File: src/rtl/bin2bcd_pkg.sv
// Shared types and constants for the sequential binary-to-BCD converter.
package bin2bcd_pkg;

  // Converter control states; there is no separate done state.
  typedef enum logic {
    StIdle  = 1'b0,
    StShift = 1'b1
  } state_e;

  localparam int unsigned BCD_DIGITS = 3;
  localparam int unsigned BCD_W      = 4;

  // Nibbles at or above this value get +3 before each shift.
  localparam logic [BCD_W-1:0] ADD3_THRESH = 4'd5;

endpackage

File: src/rtl/bin2bcd_seq_add3.sv
// Per-nibble double-dabble correction: adds 3 when the digit is >= 5.
// Four bits in, four bits out, carry-free.
module bcd_add3
  import bin2bcd_pkg::*;
(
  input  logic [BCD_W-1:0] i_nib,
  output logic [BCD_W-1:0] o_nib
);

  assign o_nib = (i_nib >= ADD3_THRESH) ? (i_nib + 4'd3) : i_nib;

endmodule

File: src/rtl/bin2bcd_seq.sv
// Sequential binary-to-BCD converter (shift-and-add-3, one bit per clock).
// Digit outputs update only when a conversion completes, so the downstream
// digit mux never sees intermediate values.
// Optional macro BIN2BCD_AUTO_START_EN: ignore start and launch a conversion
// whenever bin differs from the last converted value while idle.
module bin2bcd_seq
  import bin2bcd_pkg::*;
#(
  parameter int unsigned WIDTH  = 8,
  parameter int unsigned DIGITS = BCD_DIGITS
) (
  input  logic             clk,
  input  logic             rst_n,
  input  logic             start,
  input  logic [WIDTH-1:0] bin,
  output logic             busy,
  output logic             done,
  output logic [3:0]       ones,
  output logic [3:0]       tens,
  output logic [3:0]       hundos
);

  localparam int unsigned SW = WIDTH + BCD_W * DIGITS;
  localparam int unsigned CW = $clog2(WIDTH + 1);

  state_e            r_state, w_state_nxt;
  logic [SW-1:0]     r_scratch, w_scratch_nxt;
  logic [CW-1:0]     r_count, w_count_nxt;
  logic              r_done, w_done_nxt;
  logic [3:0]        r_ones, w_ones_nxt;
  logic [3:0]        r_tens, w_tens_nxt;
  logic [3:0]        r_hundos, w_hundos_nxt;
  logic [SW-1:0]     w_corr;
  logic [SW-1:0]     w_shift;
  logic              w_launch;

  // Correct every BCD nibble, pass the binary part through, then shift.
  assign w_corr[WIDTH-1:0] = r_scratch[WIDTH-1:0];
  for (genvar g = 0; g < DIGITS; g++) begin : g_add3
    bcd_add3 u_add3 (
      .i_nib(r_scratch[WIDTH + g*BCD_W +: BCD_W]),
      .o_nib(w_corr[WIDTH + g*BCD_W +: BCD_W])
    );
  end
  assign w_shift = {w_corr[SW-2:0], 1'b0};

`ifdef BIN2BCD_AUTO_START_EN
  logic [WIDTH-1:0] r_last, w_last_nxt;
  // start is deliberately ignored in this build; the term is constant-false.
  assign w_launch = (bin != r_last) || (start && 1'b0);
`else
  assign w_launch = start;
`endif

  // Next-state, datapath and output-register logic.
  always_comb begin
    w_state_nxt   = r_state;
    w_scratch_nxt = r_scratch;
    w_count_nxt   = r_count;
    w_done_nxt    = 1'b0;
    w_ones_nxt    = r_ones;
    w_tens_nxt    = r_tens;
    w_hundos_nxt  = r_hundos;
`ifdef BIN2BCD_AUTO_START_EN
    w_last_nxt    = r_last;
`endif
    unique case (r_state)
      StIdle: begin
        if (w_launch) begin
          w_scratch_nxt = {{(BCD_W*DIGITS){1'b0}}, bin};
          w_count_nxt   = CW'(WIDTH);
          w_state_nxt   = StShift;
`ifdef BIN2BCD_AUTO_START_EN
          w_last_nxt    = bin;
`endif
        end
      end
      StShift: begin
        w_scratch_nxt = w_shift;
        w_count_nxt   = r_count - CW'(1);
        // Last shift: publish digits from the freshly shifted value.
        if (r_count == CW'(1)) begin
          w_state_nxt  = StIdle;
          w_done_nxt   = 1'b1;
          w_ones_nxt   = w_shift[WIDTH +: 4];
          w_tens_nxt   = w_shift[WIDTH + 4 +: 4];
          w_hundos_nxt = w_shift[WIDTH + 8 +: 4];
        end
      end
      default: w_state_nxt = StIdle;
    endcase
  end

  // State register.
  always_ff @(posedge clk or negedge rst_n) begin
    if (!rst_n) begin
      r_state <= StIdle;
    end else begin
      r_state <= w_state_nxt;
    end
  end

  // Datapath and registered outputs.
  always_ff @(posedge clk or negedge rst_n) begin
    if (!rst_n) begin
      r_scratch <= '0;
      r_count   <= '0;
      r_done    <= 1'b0;
      r_ones    <= 4'd0;
      r_tens    <= 4'd0;
      r_hundos  <= 4'd0;
    end else begin
      r_scratch <= w_scratch_nxt;
      r_count   <= w_count_nxt;
      r_done    <= w_done_nxt;
      r_ones    <= w_ones_nxt;
      r_tens    <= w_tens_nxt;
      r_hundos  <= w_hundos_nxt;
    end
  end

`ifdef BIN2BCD_AUTO_START_EN
  // Last launched value; reset to 0 so bin=0 alone triggers nothing.
  always_ff @(posedge clk or negedge rst_n) begin
    if (!rst_n) begin
      r_last <= '0;
    end else begin
      r_last <= w_last_nxt;
    end
  end
`endif

  assign busy   = (r_state == StShift);
  assign done   = r_done;
  assign ones   = r_ones;
  assign tens   = r_tens;
  assign hundos = r_hundos;

endmodule

File: config.mk
export PLATFORM = sky130hd
export DESIGN_NAME = bin2bcd_seq
export DESIGN_NICKNAME = d
export VERILOG_FILES = /design/src/rtl/bin2bcd_pkg.sv /design/src/rtl/bin2bcd_seq_add3.sv /design/src/rtl/bin2bcd_seq.sv
export SDC_FILE = /design/constraint.sdc
export NUM_CORES = 1
export LEC_CHECK = 0
export CORE_ASPECT_RATIO = 1.5
export CORE_MARGIN = 3
export CORE_UTILIZATION = 32
export DETAILED_ROUTE_END_ITERATION = 8
export GPL_ROUTABILITY_DRIVEN = 1
export GPL_TIMING_DRIVEN = 0
export SLEW_MARGIN = 20
export SYNTH_ARGS = -nofsm -noshare
export SYNTH_HDL_FRONTEND = slang
export SYNTH_SLANG_ARGS = --single-unit
File: constraint.sdc
create_clock -name clk -period 1.4 [get_ports clk]
set_input_delay 0.14 -clock clk [delete_from_list [all_inputs] [get_ports clk]]
set_output_delay 0.14 -clock clk [all_outputs]
set_load 0.1 [all_outputs]
== After elaboration in Yosys (flattened, before gate mapping) ==
Cells that the tools add are included.
Word-level totals
  flip-flop bits (word level): 38
  input bits: 11
  output and inout port bits: 14
  word-level logic and storage cells: 30
Cells by class
  add/subtract/negate cells: 4
  magnitude comparators: 3
  equal/unequal tests: 2
  mux-type cells: 12
  bitwise logic cells: 1
  reduce and logical (&&, ||, !) cells: 1
Operator list (count)
  20-bit case mux with 2 select lines: 1
  20-bit 2-to-1 mux: 1
  4-bit by 3-bit greater-or-equal comparator with 1-bit output (second input constant): 3
  4-bit 2-to-1 mux: 3
  4-bit by 2-bit adder with 4-bit output (second input constant): 2
  4-bit case mux with 2 select lines: 1
  4-bit by 1-bit == test with 1-bit output (second input constant): 1
  1-bit 2-to-1 mux: 4
  4-bit by 1-bit subtractor with 4-bit output (second input constant): 1
  3-bit by 2-bit adder with 3-bit output (second input constant): 1
  3-bit 2-to-1 mux: 1
  2-bit != test (second input constant): 1
  1-bit case mux with 2 select lines: 1
  2-bit AND reduction: 1
  1-bit NOT: 1

== Longest topological paths before layout ==
Gate-level depths: netlist of run 1.
  depth after elaboration: 3
  gate-level depth with buffers: 6
  gate-level depth less buffers: 6

== Cells and area by module ==
A second synthesis of run 1 with hierarchy kept.
Second synthesis, totals
  cells, all modules: 158
  area, all modules: 1851.8 µm²
Modules (own cells, without submodules)
  bin2bcd_seq: times used 1, cells an instance 110, area each 1547.7 µm², seq. area each 950.9 µm²
  bcd_add3: times used 3, cells an instance 16, area each 101.3 µm², seq. area each 0.0 µm²

== Least setup slack after synthesis of run 1 ==
OpenSTA, ideal clock, no wires.
  path kind: reg2reg
  start point: register r_state, in the netlist busy
  end point: register r_count[1]
  setup time: 0.141 ns
  data arrival time: 1.737 ns
  required time: 1.259 ns
  path slack: -0.478 ns
  cell stages (with the launch flop): 5
  path buffers: 1
  period minus slack after synthesis: 1.878 ns
  cell sequence: dfrtp_1 > clkinv_1 > buf_2 > nand2_1 > o22ai_1
Between the ends
  cells in the longest elaborated chain, start to end: 2
  elaborated cells on any way between the ends: 3
  those cells by class: eq/ne: 1; mux: 1; bitwise: 1
RTL lines
  from (decl): RTL line bin2bcd_seq.sv:26  | state_e r_state, w_state_nxt;
  from (signal assigned): RTL line bin2bcd_seq.sv:97  | r_state <= StIdle;
  from (signal assigned): RTL line bin2bcd_seq.sv:99  | r_state <= w_state_nxt;
  1-bit NOT
  4-bit case mux with 2 select lines / 2-bit != test (equally long branches)
  to (signal assigned): RTL line bin2bcd_seq.sv:114  | r_count <= w_count_nxt;
  to (decl): RTL line bin2bcd_seq.sv:28  | logic [CW-1:0] r_count, w_count_nxt;
Several ways; a longest one is shown, not always the timed one.
A chain may end at the register's enable or synchronous reset.

== Final worst setup path of run 1 ==
  start point: register r_scratch[9]
  end point: register r_ones[2], in the netlist ones[2]
Between the ends
  cells in the longest elaborated chain, start to end: 2
  elaborated cells on any way between the ends: 3
  those cells by class: add/sub: 1; order compare: 1; mux: 1
RTL lines
  from (decl): RTL line bin2bcd_seq.sv:27  | logic [SW-1:0] r_scratch, w_scratch_nxt;
  from (signal assigned): RTL line bin2bcd_seq.sv:113  | r_scratch <= w_scratch_nxt;
  4-bit by 2-bit adder with 4-bit output / 4-bit by 3-bit greater-or-equal comparator with 1-bit output (equally long branches): RTL line bin2bcd_seq_add3.sv:10  | assign o_nib = (i_nib >= ADD3_THRESH) ? (i_nib + 4'd3) : i_nib;
  4-bit 2-to-1 mux *: RTL line bin2bcd_seq_add3.sv:10
  to (signal assigned): RTL line bin2bcd_seq.sv:116  | r_ones <= w_ones_nxt;
  to (decl): RTL line bin2bcd_seq.sv:30  | logic [3:0] r_ones, w_ones_nxt;
Mark *: on every way between the ends. The rest lies on a longest branch, timed or not.

==> qor.yml, run 1 <==
yosys.area_share.adder: 0.05548
n_antenna_cell: 0
start_util: 0.3414
cp.depth: 6
slew_headroom: 0.6364
first_pass_iters: 4
cp-end-kind: "flop"
yosys.area.top_type: "dfrtp_1"
yosys_warnings: 0
rsz0062_at_grt: "yes"
synth_top_family_by_area: "compound AO/OA/AOI/OAI gates"
cts-root-buf: "clkbuf_8"
synthTopCellsByCount: "dfrtp_1, nand2_1, o21ai_0"
hold_ws_ps: 183.6
rows: 32
ys_seq_elements: 38
drt_iter0_markers: 61
syn2layout_area_growth_pct: 39.88
crit_path_start_kind: "flop"
grt_pass1_wl_um: 6244
async_flop_share: 1.000
overflow: 0
r2r_start: "r_scratch[9]"
worstPathRequired_ps: 1640
via_per_inst: 4.833
ys.flop_type: "dfrtp_1"
worstMarginPinSlew_ps: 547.9
vias: 1387
slowest_delay_ps: 360
drc_errors: 0
ant_nets: 0
yosys.area_share.simple: 0.1304
grt_pass1_vias: 1395
cts_tree: "done"
hold_path_depth: 3
fin_skew_ps: 5.222
drv_slew: 0
critPathKind: "flop to flop"
synth_top_area_share: 0.5270
hp-class: "input port to flop"
ioPinCount: 25
min_from: "start"
synth_compound_area_frac: 0.1331
clockBufferDepth: 2
ys_seq_area_frac: 0.5270
setup_violations: 5
synthCells: 174
synth_nets: 193
dieArea_um2: 6594
synth.area.top_cells: "dfrtp_1, nand2_1, ha_1"
fin_crit_ps: 1432
fin_ws_ps: -31.69
synth-xor-area-share: 0.02427
fin_crit_sh: 1.023
clk-insertion-delay-late_ps: 290
synth_most_common_cell: "dfrtp_1"
synthMuxAreaShare: 0.08669
grt_max_degree: 21
gp_congestion: 0.7444
clk_pin_slew_ps: 70
reg2reg_depth: 6
drive_gt1_frac: 0.3379
portBuffers: 23
coreArea_um2: 5285
failed_checks: "negative setup slack"
htreeDepth: 2
ys_types: 27
max_freq_mhz: 698.5
syn-cell-area_um2: 1804
dp_hpwl_um: 2537
status: "complete, but fails checks"
critical_path.cell_chain: "inv_2 -> ha_2 -> nand2b_4 -> a21oi_4 -> mux2i_2 -> mux2_4"
drv_cap: 0
cts_made_buffers: 5
cpMaxStageDelayCell: "dfrtp_1"
die_x_um: 67.31
r2r_slack_ps: -30
avgSynthCellArea_um2: 10.37
clkSinkCount: 38
worstPathArrival_ps: 1670
critPathLaunch: "r_scratch[9]"
wl_per_cell_um: 13.09
antenna_found_initial: 0
nets: 237
die_h_um: 97.97
hold_viol_final: 0
grt_usage: 0.1233
crit_path_max_fanout: 4
path_buf_inv: 1
synth-edff-count: 0
wl_um: 3757
critical_path.top_delay_family: "multiplexers"
==> final timing paths <==
check,to
min in group asynchronous,hundos[3]
setup reg to reg,ones[2]
max in group asynchronous,busy
setup / recovery,ones[2]
hold / removal,busy
hold reg to reg,tens[3]
==> sequential cells by signal, summed over array words and instances, names as in the netlist <==
name and count:
busy 1, done 1, ones 4, r_count 4, hundos 4, tens 4, r_scratch 20
==> worst min-delay path, delay by kind of cell <==
family | cells | cell delay [ps]
and+or+nand+nor | 2 | 170
buffers and inverters | 1 | 130
==> area by class of cell <==
class	count	area, µm²
buffer	8	42.54
tap	68	85.08
sequential	38	954.7
clock buffer	8	80.08
multi-input combinational	118	953.4
timing repair buffer	37	367.9
fill	519	2761
inverter	10	40.04
==> metal layers <==
| layer | vias up | wire, µm | track usage |
|---|---|---|---|
| met5 | - | 0 | 0 |
| met4 | 0 | 87 | 0.06719 |
| met3 | 8 | 133 | 0.02417 |
| met2 | 28 | 1867 | 0.2000 |
| met1 | 667 | 1670 | 0.1496 |
| li1 | 684 | - | - |
==> kinds of logic after synthesis <==
logic type               after synthesis
AO/OA/AOI/OAI                         41
XOR/XNOR                               5
adder cells (fa/ha/maj)                8
buffers and inverters                 18
flip-flops                            38
multiplexers                          14
AND/OR/NAND/NOR                       50
==> layout by cell type (no fill, tap or decap), drive strengths merged, types with 5 or more instances in the layout <==
cell type,instances
inv,9
nor3,5
dfrtp,38
nor3b,7
xnor2,5
mux2i,10
ha,8
clkdlybuf4s50,8
nand2,29
clkdlybuf4s15,13
o22ai,8
clkbuf,10
o21ai,19
buf,21
a21oi,9
==> stage by stage <==
stage | instance area [µm²] | utilization | TNS (ps) | setup WS (ps) | instances
CTS | 2390 | 0.4522 | -39.86 | -23.45 | 280
global route | 2524 | 0.4775 | -684.3 | -117.1 | 287
detailed placement | 2158 | 0.4084 | -3468 | -303.7 | 266
finish | 2524 | 0.4775 | -94.21 | -31.69 | 287
floorplan | 1821 | - | 0 | 11.25 | 174
global placement | 2136 | 0.4041 | -32890 | -1029 | 265
==> repair_timing <==
action                     CTS  global route
resized for setup           66            19
pin swaps                    6             6
hold endpoints to repair    18             0
hold buffers                 1             0
setup endpoints to repair   23            15
setup buffers                5             7
Power of run 1 is left out: the tool's default activity adds up to more than one toggle a clock period on the data nets, which glitch-free logic cannot reach.
==> inputs of run 2 (changes only) <==
==> constraint.sdc (replaced) <==
create_clock -name clk -period 1.2 [get_ports clk]
set_input_delay 0.12 -clock clk [delete_from_list [all_inputs] [get_ports clk]]
set_output_delay 0.12 -clock clk [all_outputs]
set_load 0.1 [all_outputs]
==> run 2 against run 1 <==
Compared with the run above: the flow still finishes with violations (negative setup slack); clock-buffer cell count is 1 lower; first-iteration DRC count is 70% lower; sequential share of layout area hardly changed; core utilization hardly changed; register-to-register slack worse by 190 ps.
==> qor.yml, run 2 (same netlist as run 1, synthesis figures left out) <==
ioPinCount: 25
syn2layout_area_growth_pct: 39.94
cts_made_buffers: 5
grt_pass1_wl_um: 6479
failed_checks: "negative setup slack"
regArea_um2: 955.9
final_cell_mix: "dfrtp_1, nand2_1, buf_4, clkbuf_4, o21ai_1"
htreeDepth: 2
hp-class: "input port to flop"
antenna_found_initial: 0
ant_nets: 0
crit_path_max_fanout: 3
grt_max_degree: 28
max_freq_mhz: 703.6
critPathKind: "flop to flop"
fin_crit_ps: 1421
vias: 1377
clkSinkCount: 38
fin_ws_ps: -221.3
drv_cap: 0
drc_errors: 0
cpMaxStageDelayCell: "dfrtp_2"
largest_reg_flops: 20
critical_path.cell_chain: "ha_4 -> nand2b_4 -> a21oi_4 -> mux2i_2 -> mux2_4"
cts_tree: "done"
wl_per_cell_um: 13.11
overflow: 0
drive_gt1_frac: 0.3871
grt_usage: 0.1264
first_pass_iters: 4
coreArea_um2: 5285
rsz0062_at_grt: "yes"
fin_skew_ps: 6.200
slowest_delay_ps: 450
drt_iter0_markers: 18
nets: 236
portBuffers: 23
die_h_um: 97.97
worstMarginPinSlew_ps: 485.9
worstPathRequired_ps: 1430
dieArea_um2: 6594
wl_um: 3735
dp_hpwl_um: 2636
start_util: 0.3414
setup_violations: 16
grt_pass1_vias: 1464
fin_setup_tns_ps: -2054
drv_slew: 0
via_per_inst: 4.832
final_common_cell: "dfrtp_1"
gp_congestion: 0.7147
cp-end-kind: "flop"
worstPathArrival_ps: 1650
max_flop_register: "r_scratch"
crit_path_start_kind: "flop"
clockBufferDepth: 2
status: "complete, but fails checks"
multi_input_area_um2: 979.7
hold_viol_final: 0
fillCellCount: 511
rows: 32
slew_headroom: 0.6783
hold_ws_ps: 175.7
n_antenna_cell: 0
cts-root-buf: "clkbuf_8"
die_x_um: 67.31
clk-insertion-delay-late_ps: 290
fin_crit_sh: 1.184
clk_pin_slew_ps: 70
## run 2: repair_timing
item	CTS	global route
hold buffers	1	0
gates cloned	0	0
setup endpoints to repair	35	41
gates resized for setup	83	34
hold endpoints to repair	11	0
setup buffers	7	4
pin swaps	5	6
## run 2: layout make-up
cell class,count,share of cell area
Buffer,8,0.02478
Clock buffer,7,0.03419
Inverter,10,0.01833
Tap cell,68,0.03370
Multi-Input combinational cell,118,0.3880
Timing Repair Buffer,36,0.1224
Sequential cell,38,0.3786
## run 2: worst max-delay path: cells and delay by family (launching register included)
kind                     cells  cell delay, ps
flip-flops                   1             450
multiplexers                 2             430
AO/OA/AOI/OAI                1             180
adder cells (fa/ha/maj)      1             170
AND/OR/NAND/NOR              1             140
## run 2: worst paths after layout
kind | start | endpoint | slack, ps | depth (start not counted)
max | r_scratch[12] | tens[2] | -220 | 5
min | start | busy | 180 | 3
max reg2reg | r_scratch[12] | tens[2] | -220 | 5
min reg2reg | ones[0] | ones[0] | 470 | 2
max in group asynchronous | rst_n | busy | 520 | 3
min in group asynchronous | rst_n | ones[0] | 240 | 2
## run 2: metal layers
layer  vias to the layer above  part of all wire  global-route usage
li1                        675                 -                   -
met1                       669              0.41              0.1411
met2                        27              0.52              0.2189
met3                         6             0.050             0.03222
met4                         0             0.020             0.05625
met5                         -                 0                   0
## run 2: per-stage QoR
step,setup WS [ps],utilization,instances,area [µm²]
after global routing,-287.9,0.4777,285,2525
after global placement,-1231,0.4228,265,2235
after detailed placement,-511.0,0.4257,266,2250
after floorplan,-142.9,-,174,1919
final,-221.3,0.4777,285,2525
after CTS,-217.3,0.4505,281,2381
Power of run 2 is left out for the same reason.
==> RTL edit (config.mk and constraints of run 2) <==
Add a define of `BIN2BCD_AUTO_START_EN`.
--- a/src/rtl/bin2bcd_seq.sv
+++ b/src/rtl/bin2bcd_seq.sv
@@ -3,6 +3,8 @@
 // digit mux never sees intermediate values.
 // Optional macro BIN2BCD_AUTO_START_EN: ignore start and launch a conversion
 // whenever bin differs from the last converted value while idle.
+`define BIN2BCD_AUTO_START_EN
+
 module bin2bcd_seq
   import bin2bcd_pkg::*;
 #(
Formal check against the unedited RTL: not equivalent (Yosys sat finds a counterexample within 4 cycles, from zero or initial values and one cycle with rst_n low).
==> RTL edit against run 2 <==
Synthesized cell count unchanged. Wire length rose by 23%. Final area increased by 21%. Synthesized area is 18% higher. Critical path depth is 1 higher. Sequential cell count increased by 8. The run still ends with setup timing left. Worst setup slack worse by 0.18 ns. Fmax fell by 11%. Core utilization is 0.52 points higher. Largest cell class is now registers. Final cell count is 7.7% higher.
==> RTL edit: results (changes against run 2) <==
- Top post-synthesis cells by area: dfrtp_1 54%, mux2_2 9.0%, ha_1 4.7%
- Total gr overflow: 0 (unchanged)
- Status: complete, but fails checks
- DPL Wire Length: 2860 µm (+8.6%)
- Bufs w/o clock: 57 (+30%)
- Failing checks: setup timing
- Routed Wire Length: 4590 µm (+23%)
- Placed cells: 272 (+2.3%)
- P per Cell Area: 3010 nW/µm²
- Vias in the first global route: 1,498 (+2.3%)
- CP arrival: 1.79 ns (+0.14 ns)
- Post-synth top cells: 46 x dfrtp_1, 17 x mux2_2, 11 x xnor2_1
- Final setup fails: 47 (+31)
- Post-Synth Adder-Cell Area: 4.69% (-0.85 points)
- Met3 usage: 2.46% (-0.76 points)
- NetSw: roughly 4200 µW
- End point of the critical path: r_last[2]$_DFFE_PN0P_
- Pre-CTS setup slack: -0.886 ns (-0.375 ns)
- Setup Total Neg Slack: -14.30 ns (-12.25 ns)
- Slowest CP cell: dfrtp_1
- Cell area after placement: 2510 µm² (+12%)
- Final Net Count: 251 (+6.4%)
- CP max stage delay: 0.40 ns (-0.05 ns)
- Met2 capacity usage during global routing: 19.8% (-2.1 points)
- First-pass GRT wire length: 7240 µm (+12%)
- Multi-input gates: 113 (-4.2%)
- DR WL/cell: 14.9 µm (+14%)
- Vias per cell: 4.95 (+2.5%)
- Crit. Startpoint: r_last[2]$_DFFE_PN0P_
- Signal buffers share of area: 18.4% (+3.7 points)
- Yosys warning total: 0 (unchanged)
- Compound-Gate Fraction of Synth Area: 13.1% (-0.17 points)
- Largest net degree at the start of global routing: 25 (-11%)
- Fill cells: 593 (+16%)
- Worst Skew: 0.00866 ns (+0.00246 ns)
- Sequential share of cell area: 38.0% (+0.10 points)
- Post-route cell area: 3050 µm² (+21%)
- HP Class: primary input to asynchronous set/reset pin
- Worst setup margin: -0.402 ns (-0.181 ns)
- Cells on worst reg2reg path: 6 (+1)
- Multi-input combinational area share: 36.2% (-2.6 points)
- Met1 GRT Util: 14.9% (+0.80 points)
- Core Region: 6310 µm² (+19%)
- Synth cell types: 30 (+11%)
- Slew Limit Headroom: 61.8% (-6.0 points)
- Register area share after synthesis: 54.0% (+1.3 points)
- Layout cell share with drive strength beyond 1: 44.6% (+5.9 points)
- Clock-cell share: 3.00% (-0.42 points)
- Fin Hold WS: 0.352 ns (+0.176 ns)
- Yosys reg bits: 46 (+21%)
- Final GP Congestion: 0.731 (+2.3%)
- XOR/XNOR share of the synthesized area: 4.93% (+2.5 points)
- CP Max Fanout: 4 (+1)
- Non-CTS inverters: 9 (-1)
- Total Routing Usage GR: 11.9% (-0.77 points)
- DR iter-0 viols: 64 (+46)
- Mux contribution to synthesized area: 10.4% (+1.7 points)
RTL edit: cell types whose count changed after synthesis, moves of 8 or more:
cell            run 2  this run
nand2_1            29         7
mux2_2              1        17
o21ai_0            16         4
a22o_1              0        10
and2_1              0         8
dfrtp_1            38        46
o22ai_1             8         0
RTL edit: per-layer routing:
layer / vias to the layer above / routed length, µm
li1: 730 / -
met1: 761 / 1920
met2: 26 / 2460
met3: 4 / 144
met4: 0 / 61
met5: - / 0
RTL edit: repair_timing:
action / in CTS / in global routing
hold endpoints to repair: 22 / 0
hold buffers: 1 / 0
pin swaps: 8 / 2
gates resized for setup: 113 / 33
endpoints found under the setup margin: 60 / 52
gates cloned: 1 / 3
setup buffers: 12 / 11
RTL edit: cells by family (layout without fill, tap and decap cells):
kind of cell / after synthesis / in the layout
fa+ha+maj: 8 / 8
xor+xnor: 12 / 12
simple gates: 36 / 36
mux: 20 / 20
flops: 46 / 46
buf+inv: 15 / 74
compound gates: 37 / 37
